==> src/rtl/imem_arbiter_if.sv <==
// IFU/LSU request-response channels plus the shared memory port seen by imem_arbiter.
// slave = arbiter view, master = core/memory environment view.
interface imem_arbiter_if #(
  parameter int unsigned AW = 11
);
  logic          ifu_req_valid;
  logic          ifu_req_ready;
  logic [31:0]   ifu_req_addr;
  logic          ifu_resp_valid;
  logic          ifu_resp_ready;
  logic [31:0]   ifu_resp_data;
  logic          ifu_resp_err;
  logic          lsu_req_valid;
  logic          lsu_req_ready;
  logic [31:0]   lsu_req_addr;
  logic          lsu_req_wen;
  logic [31:0]   lsu_req_wdata;
  logic [3:0]    lsu_req_wmask;
  logic          lsu_resp_valid;
  logic          lsu_resp_ready;
  logic [31:0]   lsu_resp_rdata;
  logic          lsu_resp_err;
  logic          mem_en;
  logic          mem_wen;
  logic [AW-1:0] mem_addr;
  logic [31:0]   mem_wdata;
  logic [3:0]    mem_wmask;
  logic [31:0]   mem_rdata;

  modport slave (
    input  ifu_req_valid, ifu_req_addr, ifu_resp_ready,
           lsu_req_valid, lsu_req_addr, lsu_req_wen, lsu_req_wdata, lsu_req_wmask,
           lsu_resp_ready, mem_rdata,
    output ifu_req_ready, ifu_resp_valid, ifu_resp_data, ifu_resp_err,
           lsu_req_ready, lsu_resp_valid, lsu_resp_rdata, lsu_resp_err,
           mem_en, mem_wen, mem_addr, mem_wdata, mem_wmask
  );

  modport master (
    output ifu_req_valid, ifu_req_addr, ifu_resp_ready,
           lsu_req_valid, lsu_req_addr, lsu_req_wen, lsu_req_wdata, lsu_req_wmask,
           lsu_resp_ready, mem_rdata,
    input  ifu_req_ready, ifu_resp_valid, ifu_resp_data, ifu_resp_err,
           lsu_req_ready, lsu_resp_valid, lsu_resp_rdata, lsu_resp_err,
           mem_en, mem_wen, mem_addr, mem_wdata, mem_wmask
  );
endinterface

==> src/rtl/imem_arbiter.sv <==
// Shares one single-port fixed-latency memory between IFU and LSU, one transaction in flight.
// Define ARB_ROUND_ROBIN_EN for round-robin arbitration; default is fixed LSU priority.
module imem_arbiter #(
  parameter logic [31:0] BASE_ADDR   = 32'h8000_0000,
  parameter int unsigned DEPTH_WORDS = 2048,
  parameter int unsigned AW          = 11,
  parameter int unsigned MEM_LATENCY = 1,
  parameter logic [31:0] NOP_INSN    = 32'h0000_0013
) (
  input  logic           clk,
  input  logic           rst_n,
  imem_arbiter_if.slave  bus
);
  typedef enum logic [1:0] {IDLE, ACCESS, WAIT, RESP} state_t;

  state_t        state, state_nxt;
  logic          grant_lsu, grant_ifu, req_hs, resp_hs, req_ok, lsu_first;
  logic [31:0]   req_addr, req_off;
  logic          own_lsu, t_wen, t_err;
  logic [AW-1:0] t_widx;
  logic [31:0]   t_wdata, resp_data;
  logic [3:0]    t_wmask, cnt;

`ifdef ARB_ROUND_ROBIN_EN
  // last_lsu: 0 = IFU was granted last, 1 = LSU; a tie goes to the other side
  logic last_lsu;
  always_ff @(posedge clk) begin
    if (!rst_n)      last_lsu <= 1'b0;
    else if (req_hs) last_lsu <= grant_lsu;
  end
  assign lsu_first = !last_lsu;
`else
  assign lsu_first = 1'b1;
`endif

  always_comb begin
    grant_lsu = 1'b0;
    grant_ifu = 1'b0;
    if (rst_n && state == IDLE) begin
      grant_lsu = bus.lsu_req_valid && (!bus.ifu_req_valid || lsu_first);
      grant_ifu = bus.ifu_req_valid && !grant_lsu;
    end
    req_hs   = grant_lsu || grant_ifu;
    req_addr = grant_lsu ? bus.lsu_req_addr : bus.ifu_req_addr;
    req_off  = req_addr - BASE_ADDR;
    req_ok   = (req_addr >= BASE_ADDR) && ((req_off >> 2) < DEPTH_WORDS)
               && (req_addr[1:0] == 2'b00);
    resp_hs  = own_lsu ? bus.lsu_resp_ready : bus.ifu_resp_ready;
  end

  always_ff @(posedge clk) begin
    if (!rst_n) state <= IDLE;
    else        state <= state_nxt;
  end

  always_comb begin
    state_nxt = state;
    case (state)
      IDLE:    if (req_hs) state_nxt = req_ok ? ACCESS : RESP;
      ACCESS:  state_nxt = (MEM_LATENCY == 1) ? RESP : WAIT;
      WAIT:    if (cnt == 4'd1) state_nxt = RESP;
      RESP:    if (resp_hs) state_nxt = IDLE;
      default: state_nxt = IDLE;
    endcase
  end

  always_ff @(posedge clk) begin
    if (!rst_n) begin
      own_lsu   <= 1'b0;
      t_wen     <= 1'b0;
      t_err     <= 1'b0;
      t_widx    <= '0;
      t_wdata   <= '0;
      t_wmask   <= '0;
      cnt       <= '0;
      resp_data <= '0;
    end else begin
      if (req_hs) begin
        own_lsu   <= grant_lsu;
        t_wen     <= grant_lsu && bus.lsu_req_wen;
        t_err     <= !req_ok;
        t_widx    <= req_off[AW+1:2];
        t_wdata   <= grant_lsu ? bus.lsu_req_wdata : '0;
        t_wmask   <= grant_lsu ? bus.lsu_req_wmask : '0;
        // error payload; replaced by memory data when an access follows
        resp_data <= grant_lsu ? '0 : NOP_INSN;
      end
      if (state == ACCESS)    cnt <= 4'(MEM_LATENCY - 1);
      else if (state == WAIT) cnt <= cnt - 4'd1;
      if (state_nxt == RESP && (state == ACCESS || state == WAIT))
        resp_data <= (own_lsu && t_wen) ? '0 : bus.mem_rdata;
    end
  end

  always_comb begin
    bus.ifu_req_ready  = grant_ifu;
    bus.lsu_req_ready  = grant_lsu;
    bus.mem_en         = (state == ACCESS);
    bus.mem_wen        = (state == ACCESS) && t_wen;
    bus.mem_addr       = t_widx;
    bus.mem_wdata      = t_wdata;
    bus.mem_wmask      = t_wmask;
    bus.ifu_resp_valid = (state == RESP) && !own_lsu;
    bus.lsu_resp_valid = (state == RESP) && own_lsu;
    bus.ifu_resp_data  = resp_data;
    bus.lsu_resp_rdata = resp_data;
    bus.ifu_resp_err   = t_err && !own_lsu;
    bus.lsu_resp_err   = t_err && own_lsu;
  end
endmodule

==> src/flat_wrapper.sv <==
// flat-port wrapper written by rule: the top's interface ports become plain ports
module imem_arbiter_flat 
#(
  parameter logic [31:0] BASE_ADDR   = 32'h8000_0000,
  parameter int unsigned DEPTH_WORDS = 2048,
  parameter int unsigned AW          = 11,
  parameter int unsigned MEM_LATENCY = 1,
  parameter logic [31:0] NOP_INSN    = 32'h0000_0013
)
  (clk, rst_n, bus_ifu_req_valid, bus_ifu_req_addr, bus_ifu_resp_ready, bus_lsu_req_valid, bus_lsu_req_addr, bus_lsu_req_wen, bus_lsu_req_wdata, bus_lsu_req_wmask, bus_lsu_resp_ready, bus_mem_rdata, bus_ifu_req_ready, bus_ifu_resp_valid, bus_ifu_resp_data, bus_ifu_resp_err, bus_lsu_req_ready, bus_lsu_resp_valid, bus_lsu_resp_rdata, bus_lsu_resp_err, bus_mem_en, bus_mem_wen, bus_mem_addr, bus_mem_wdata, bus_mem_wmask);
  imem_arbiter_if #(.AW(AW)) bus_i ();
  input  logic clk;
  input  logic rst_n;
  input wire logic [$bits(bus_i.ifu_req_valid)-1:0] bus_ifu_req_valid;
  input wire logic [$bits(bus_i.ifu_req_addr)-1:0] bus_ifu_req_addr;
  input wire logic [$bits(bus_i.ifu_resp_ready)-1:0] bus_ifu_resp_ready;
  input wire logic [$bits(bus_i.lsu_req_valid)-1:0] bus_lsu_req_valid;
  input wire logic [$bits(bus_i.lsu_req_addr)-1:0] bus_lsu_req_addr;
  input wire logic [$bits(bus_i.lsu_req_wen)-1:0] bus_lsu_req_wen;
  input wire logic [$bits(bus_i.lsu_req_wdata)-1:0] bus_lsu_req_wdata;
  input wire logic [$bits(bus_i.lsu_req_wmask)-1:0] bus_lsu_req_wmask;
  input wire logic [$bits(bus_i.lsu_resp_ready)-1:0] bus_lsu_resp_ready;
  input wire logic [$bits(bus_i.mem_rdata)-1:0] bus_mem_rdata;
  output wire logic [$bits(bus_i.ifu_req_ready)-1:0] bus_ifu_req_ready;
  output wire logic [$bits(bus_i.ifu_resp_valid)-1:0] bus_ifu_resp_valid;
  output wire logic [$bits(bus_i.ifu_resp_data)-1:0] bus_ifu_resp_data;
  output wire logic [$bits(bus_i.ifu_resp_err)-1:0] bus_ifu_resp_err;
  output wire logic [$bits(bus_i.lsu_req_ready)-1:0] bus_lsu_req_ready;
  output wire logic [$bits(bus_i.lsu_resp_valid)-1:0] bus_lsu_resp_valid;
  output wire logic [$bits(bus_i.lsu_resp_rdata)-1:0] bus_lsu_resp_rdata;
  output wire logic [$bits(bus_i.lsu_resp_err)-1:0] bus_lsu_resp_err;
  output wire logic [$bits(bus_i.mem_en)-1:0] bus_mem_en;
  output wire logic [$bits(bus_i.mem_wen)-1:0] bus_mem_wen;
  output wire logic [$bits(bus_i.mem_addr)-1:0] bus_mem_addr;
  output wire logic [$bits(bus_i.mem_wdata)-1:0] bus_mem_wdata;
  output wire logic [$bits(bus_i.mem_wmask)-1:0] bus_mem_wmask;
  assign bus_i.ifu_req_valid = bus_ifu_req_valid;
  assign bus_i.ifu_req_addr = bus_ifu_req_addr;
  assign bus_i.ifu_resp_ready = bus_ifu_resp_ready;
  assign bus_i.lsu_req_valid = bus_lsu_req_valid;
  assign bus_i.lsu_req_addr = bus_lsu_req_addr;
  assign bus_i.lsu_req_wen = bus_lsu_req_wen;
  assign bus_i.lsu_req_wdata = bus_lsu_req_wdata;
  assign bus_i.lsu_req_wmask = bus_lsu_req_wmask;
  assign bus_i.lsu_resp_ready = bus_lsu_resp_ready;
  assign bus_i.mem_rdata = bus_mem_rdata;
  assign bus_ifu_req_ready = bus_i.ifu_req_ready;
  assign bus_ifu_resp_valid = bus_i.ifu_resp_valid;
  assign bus_ifu_resp_data = bus_i.ifu_resp_data;
  assign bus_ifu_resp_err = bus_i.ifu_resp_err;
  assign bus_lsu_req_ready = bus_i.lsu_req_ready;
  assign bus_lsu_resp_valid = bus_i.lsu_resp_valid;
  assign bus_lsu_resp_rdata = bus_i.lsu_resp_rdata;
  assign bus_lsu_resp_err = bus_i.lsu_resp_err;
  assign bus_mem_en = bus_i.mem_en;
  assign bus_mem_wen = bus_i.mem_wen;
  assign bus_mem_addr = bus_i.mem_addr;
  assign bus_mem_wdata = bus_i.mem_wdata;
  assign bus_mem_wmask = bus_i.mem_wmask;
  imem_arbiter #(.BASE_ADDR(BASE_ADDR), .DEPTH_WORDS(DEPTH_WORDS), .AW(AW), .MEM_LATENCY(MEM_LATENCY), .NOP_INSN(NOP_INSN)) u_core (.clk(clk), .rst_n(rst_n), .bus(bus_i));
endmodule
==> config.mk <==
export PLATFORM = sky130hd
export DESIGN_NAME = imem_arbiter_flat
export DESIGN_NICKNAME = d
export VERILOG_FILES = /design/src/rtl/imem_arbiter_if.sv /design/src/rtl/imem_arbiter.sv /design/src/flat_wrapper.sv
export SDC_FILE = /design/constraint.sdc
export NUM_CORES = 1
export LEC_CHECK = 0
export CORE_UTILIZATION = 35
export DETAILED_ROUTE_END_ITERATION = 8
export GPL_TIMING_DRIVEN = 1
export PLACE_DENSITY = 0.8
export SYNTH_ARGS = -nofsm -noshare
export SYNTH_HDL_FRONTEND = slang
export SYNTH_SLANG_ARGS = --single-unit
==> constraint.sdc <==
create_clock -name clk -period 2.3 [get_ports clk]
set_input_delay 0.345 -clock clk [delete_from_list [all_inputs] [get_ports clk]]
set_output_delay 0.345 -clock clk [all_outputs]
set_load 0.01 [all_outputs]
# Yosys cells after proc, flatten, opt, wreduce, memory -nomap -nowiden
# Cells that the tools add are included.
[totals]
ff_bits = 88
input_bits = 139
out_inout_bits = 119
[classes]
bitwise = 1
n_eq_ne = 5
n_lt_le_gt_ge = 2
n_mux = 15
add_sub_neg = 2
reduce_logical = 21
[ops]
columns = ["cell", "n"]
rows = [
  ["two-way mux 32 bit", 5],
  ["greater-or-equal comparator 32 bit, second input constant", 1],
  ["subtractor 32 bit, second input constant", 1],
  ["< comparator 30 x 12 -> 1 bit, second input constant", 1],
  ["logical AND 1 bit", 12],
  ["two-way mux 2 bit", 4],
  ["case mux 2 bit (4 select lines)", 1],
  ["equality test 2 bit, second input constant", 3],
  ["two-way mux 5 bit", 1],
  ["equality test 4 x 1 -> 1 bit, second input constant", 1],
  ["zero test 2 bit", 2],
  ["two-way mux 4 bit", 1],
  ["subtractor 4 x 1 -> 4 bit, second input constant", 1],
  ["zero test 1 bit", 3],
  ["two-way mux 1 bit", 3],
  ["equality test 2 x 1 -> 1 bit, second input constant", 1],
  ["logical OR 1 bit", 2],
  ["nonzero test 2 bit", 1],
  ["OR reduction 2 bit", 1],
  ["NOT 1 bit", 1],
]

# Depth between registers and ports, before layout
[depth]
word_depth = 14
mapped_depth = 10
ltp_nobuf = 8

# Worst setup path after synthesis
# No wires, ideal clock.
[synth_timing]
kind = "reg2reg"
start = "reg u_core.state[0]"
end = "reg u_core.resp_data[22], in the netlist u_core.bus.ifu_resp_data[22]"
arrival_time_ns = 1.883
period_less_slack_ns = 2.000
n_path_buf = 3
stages_incl_launch_ff = 10
setup_ns = 0.117
slack_ns = 0.300
cell_sequence = "dfxtp_1 inv_1 ha_1 buf_1 a22oi_1 o2111ai_2 and3_1 buf_6 buf_8 a22o_1"
[synth_between]
elab_chain_cells = 14
word_cells_on_any_way = 25
[synth_rtl]
columns = ["element", "line", "text"]
rows = [
  ["start, declared", "imem_arbiter.sv:16", "state_t state, state_nxt;"],
  ["start signal, assigned", "imem_arbiter.sv:53", "else state <= state_nxt;"],
  ["zero test 2 bit", "imem_arbiter.sv:39, imem_arbiter.sv:58", ""],
  ["logical AND 1 bit", "imem_arbiter.sv:39", "if (rst_n && state == IDLE) begin"],
  ["two-way mux 1 bit", "imem_arbiter.sv:39", ""],
  ["two-way mux 32 bit", "imem_arbiter.sv:44", "req_addr = grant_lsu ? bus.lsu_req_addr : bus.ifu_req_addr;"],
  ["subtractor 32 bit", "imem_arbiter.sv:45", "req_off = req_addr - BASE_ADDR;"],
  ["< comparator 30 x 12 -> 1 bit", "imem_arbiter.sv:46", "req_ok = (req_addr >= BASE_ADDR) && ((req_off >> 2) < DEPTH_WORDS)"],
  ["logical AND 1 bit", "imem_arbiter.sv:46", ""],
  ["logical AND 1 bit", "imem_arbiter.sv:47", "&& (req_addr[1:0] == 2'b00);"],
  ["two-way mux 2 bit (2 in series)", "imem_arbiter.sv:59", "IDLE: if (req_hs) state_nxt = req_ok ? ACCESS : RESP;"],
  ["case mux 2 bit (4 select lines)", "imem_arbiter.sv:58", "case (state)"],
  ["equality test 2 bit", "imem_arbiter.sv:90", "if (state_nxt == RESP && (state == ACCESS || state == WAIT))"],
  ["logical AND 1 bit", "imem_arbiter.sv:90", ""],
  ["two-way mux 32 bit / nonzero test 2 bit (equally long branches)", "--", ""],
  ["end signal, assigned", "imem_arbiter.sv:86", "resp_data <= grant_lsu ? '0 : NOP_INSN;"],
  ["end signal, assigned", "imem_arbiter.sv:91", "resp_data <= (own_lsu && t_wen) ? '0 : bus.mem_rdata;"],
  ["end, declared", "imem_arbiter.sv:21", "logic [31:0] t_wdata, resp_data;"],
]
# Several ways; a longest one is shown, not always the timed one.
# A chain may end at the register's enable or synchronous reset.

# Worst setup path in the final report
[layout_timing]
start = "reg u_core.state[1]"
end = "out bus_mem_wen"
[layout_between]
elab_chain_cells = 2
[layout_rtl]
columns = ["element", "line", "text"]
rows = [
  ["equality test 2 x 1 -> 1 bit", "imem_arbiter.sv:99", "bus.mem_wen = (state == ACCESS) && t_wen;"],
  ["logical AND 1 bit", "imem_arbiter.sv:99", ""],
  ["end, declared", "flat_wrapper.sv:33", "output wire logic [$bits(bus_i.mem_wen)-1:0] bus_mem_wen;"],
]
# No other way between the ends.

==> impl_metrics.json <==
{
  "status": "finished clean",
  "core_um2": 10300,
  "numPortBuffers": 257,
  "hold_depth": 2,
  "hp-start": "u_core.t_err",
  "fin_setup_tns_ns": 0,
  "ys_async_sr_fraction_pct": 0,
  "crit-reg2reg-capture": "u_core.bus.ifu_resp_data[25]",
  "syn_area_um2": 3700,
  "synth.yosys.seq_area_share_pct": 47.6,
  "die_x_um": 105,
  "drv_cap": 0,
  "cts_tree": "yes",
  "peakVddDrop_v": 0.000385,
  "track_usage_pct": 21.0,
  "path_class": "flop to primary output",
  "synthMostInstantiatedCell": "dfxtp_1",
  "postRouteWirelength_um": 11500,
  "max_freq_ghz": 0.452,
  "dp_hpwl_um": 8900,
  "syn_to_final_growth_pct": 73.7,
  "ys_warn_count": 0,
  "final_hold_viol_count": 0,
  "wl_per_cell_um": 15.8,
  "end_kind": "primary output",
  "cellLeakagePower_nw": 2.43,
  "drtAntennaViolNets": 0,
  "finalCriticalPeriod_ns": 2.21,
  "cp_slowest_cell": "clkdlybuf4s50_1",
  "rr_startpoint": "u_core.state[1]",
  "gp_routability_congestion": 0.808,
  "diodes": 0,
  "drcViolationCount": 0,
  "grt_max_degree": 41,
  "rows": 37,
  "finalCritPeriodShare_pct": 96.3,
  "start_util_pct": 36.0,
  "met1_length_um": 4610,
  "die_area_um2": 11000,
  "ioPinCount": 258,
  "p_total_mw": 5.53,
  "drive_gt1_share_pct": 5.75,
  "synth_top_area_share_pct": 47.6,
  "critPathMaxFanout": 7,
  "viasPerCell": 4.99,
  "tightest_slew_ns": 0.424,
  "clock_tree.root_cell": "clkbuf_8",
  "cp.required_ns": 1.96,
  "num_vias": 3628,
  "hold_class": "flop to flop",
  "synth_top_cell_by_area": "dfxtp_1",
  "ys_ff_latch": 88,
  "clk_latency_ns": 0.34,
  "holdBufCountCts": 0,
  "finalCoreUtilization_pct": 62.6,
  "p_per_area_nw_per_um2": 860,
  "htree_levels": 3,
  "hold_slack_ns": 0.474,
  "synth_enable_flop_cells": 0,
  "numCtsBuffers": 9,
  "grt_pass1_wl_um": 18400,
  "crit_chain": "inv_1, ha_1, and2_1, clkdlybuf4s50_1",
  "ys.flop_type": "dfxtp_1",
  "cts_sinks": 88,
  "setup_viol": 0,
  "grt-ovfl-total": 0,
  "synthTopCellsByArea": "dfxtp_1, a22oi_1, nor2b_1",
  "first_iter_violations": 123,
  "maxSlewViolCount": 0,
  "route.met2.wl_um": 5610,
  "final_nets": 732,
  "synthCells": 363,
  "antenna_found_initial": 0,
  "reg2reg_depth": 9,
  "crit_arrival_ns": 1.87,
  "slew_headroom_pct": 71.7,
  "synth.net_count": 509,
  "reg2reg_slack_ns": 0.20,
  "cp-start-kind": "flop",
  "cts_buffer_depth": 2,
  "synth_common_cells": "dfxtp_1, nor2b_1, a22oi_1",
  "highest_layer": "met4",
  "clk_pin_slew_ns": 0.08,
  "critPathMaxStageDelay_ns": 0.55,
  "synth_area_per_cell_um2": 10.2,
  "route.met3.wl_um": 881,
  "fp.dieH_um": 105,
  "grt_pass1_vias": 3704,
  "dr.pass1.iters": 4,
  "whs_endpoint": "u_core.t_err",
  "clock_skew_ns": 0.00891,
  "ys_types": 40
}
power by group:
| group | switching, mW | internal [mW] | total (mW) |
|---|---|---|---|
| Combinational | 1.04 | 1.33 | 2.36 |
| Clock | 0.543 | 0.614 | 1.16 |
| Sequential | 0.205 | 1.81 | 2.01 |
| Total | 1.79 | 3.75 | 5.53 |
logic make-up after synthesis:
logic type,synth area share [%]
DFF,47.6
muxes,3.24
adders and majority gates,2.36
buffers and inverters,10.3
and+or+nand+nor,14.3
AOI/OAI and AO/OA,21.6
xor gates and xnor gates,0.709
metal layers:
metal / track usage, % / up-vias
met5: 0 / -
met3: 6.18 / 29
li1: - / 1718
met4: 10.7 / 0
met2: 36.0 / 166
met1: 23.6 / 1715
repair_timing:
item,in CTS,in global routing
setup endpoints to repair,2,6
buffers inserted,0,0
gates resized for setup,3,1
gates cloned,0,0
per-stage QoR:
| step | cell area, µm² | cells | worst slack (ns) |
|---|---|---|---|
| detailed placement | 6220 | 711 | 0.00978 |
| finish | 6430 | 727 | 0.0856 |
| CTS | 6430 | 727 | 0.0641 |
| global placement | 6220 | 711 | 0.0702 |
| floorplan | 3700 | 363 | 0.300 |
| global route | 6430 | 727 | -0.0120 |
worst max path at each step:
| stage | endpoint | depth (start not counted) | start | slack, ns |
|---|---|---|---|---|
| floorplan | u_core.bus.ifu_resp_data[22] | 9 | u_core.state[0] | 0.30 |
| global placement | u_core.bus.ifu_resp_data[5] | 8 | bus_lsu_req_valid | 0.07 |
| detailed placement | u_core.bus.ifu_resp_data[15] | 8 | bus_lsu_req_valid | 0.01 |
| CTS | bus_mem_wen | 4 | u_core.state[1] | 0.06 |
| global route | bus_mem_wen | 4 | u_core.state[1] | -0.01 |
| finish | bus_mem_wen | 4 | u_core.state[1] | 0.09 |
cells in the final DEF (no fill, tap or decap), types with 2 or more instances in the layout:
cell type and instances:
nor4_1 7, clkdlybuf4s50_1 254, dfxtp_1 88, ha_2 2, buf_4 11, clkbuf_8 9, mux2i_1 12, and3_1 3
ha_1 5, a31oi_1 2, nor3_1 2, nand2_1 17, nor4b_1 3, o2bb2ai_1 3, inv_1 5, buf_12 2
nor2_1 7, a22o_1 29, nand4_1 2, nand3_1 3, and2_1 4, nor2b_1 42, o21ai_0 4, a22oi_1 38
clkbuf_1 2, o211a_1 11, bufinv_16 2, xnor2_1 2, a21oi_1 2, dlygate4sd2_1 2
sequential cells by signal (all words and copies together) (netlist names):
signal / flops
u_core.bus.mem_addr: 11
u_core.cnt: 4
u_core.own_lsu: 1
u_core.bus.mem_wdata: 32
u_core.state: 2
u_core.t_err: 1
u_core.bus.mem_wmask: 4
u_core.bus.ifu_resp_data: 32
u_core.t_wen: 1
layout make-up:
| class | count | area (µm²) |
|---|---|---|
| Fill cell | 864 | 3840 |
| Timing Repair Buffer | 270 | 2690 |
| Sequential cell | 88 | 1760 |
| Multi-Input combinational cell | 212 | 1580 |
| Tap cell | 136 | 170 |
| Clock buffer | 11 | 131 |
| Clock inverter | 5 | 81.3 |
| Inverter | 5 | 18.8 |
worst max-delay path: cells and delay by family (launching register included):
kind	cells	cell delay, ns
fa+ha+maj	1	0.30
buf+inv	2	0.69
flops	1	0.37
simple gates	1	0.16
Power figures use the tool's default switching activity.
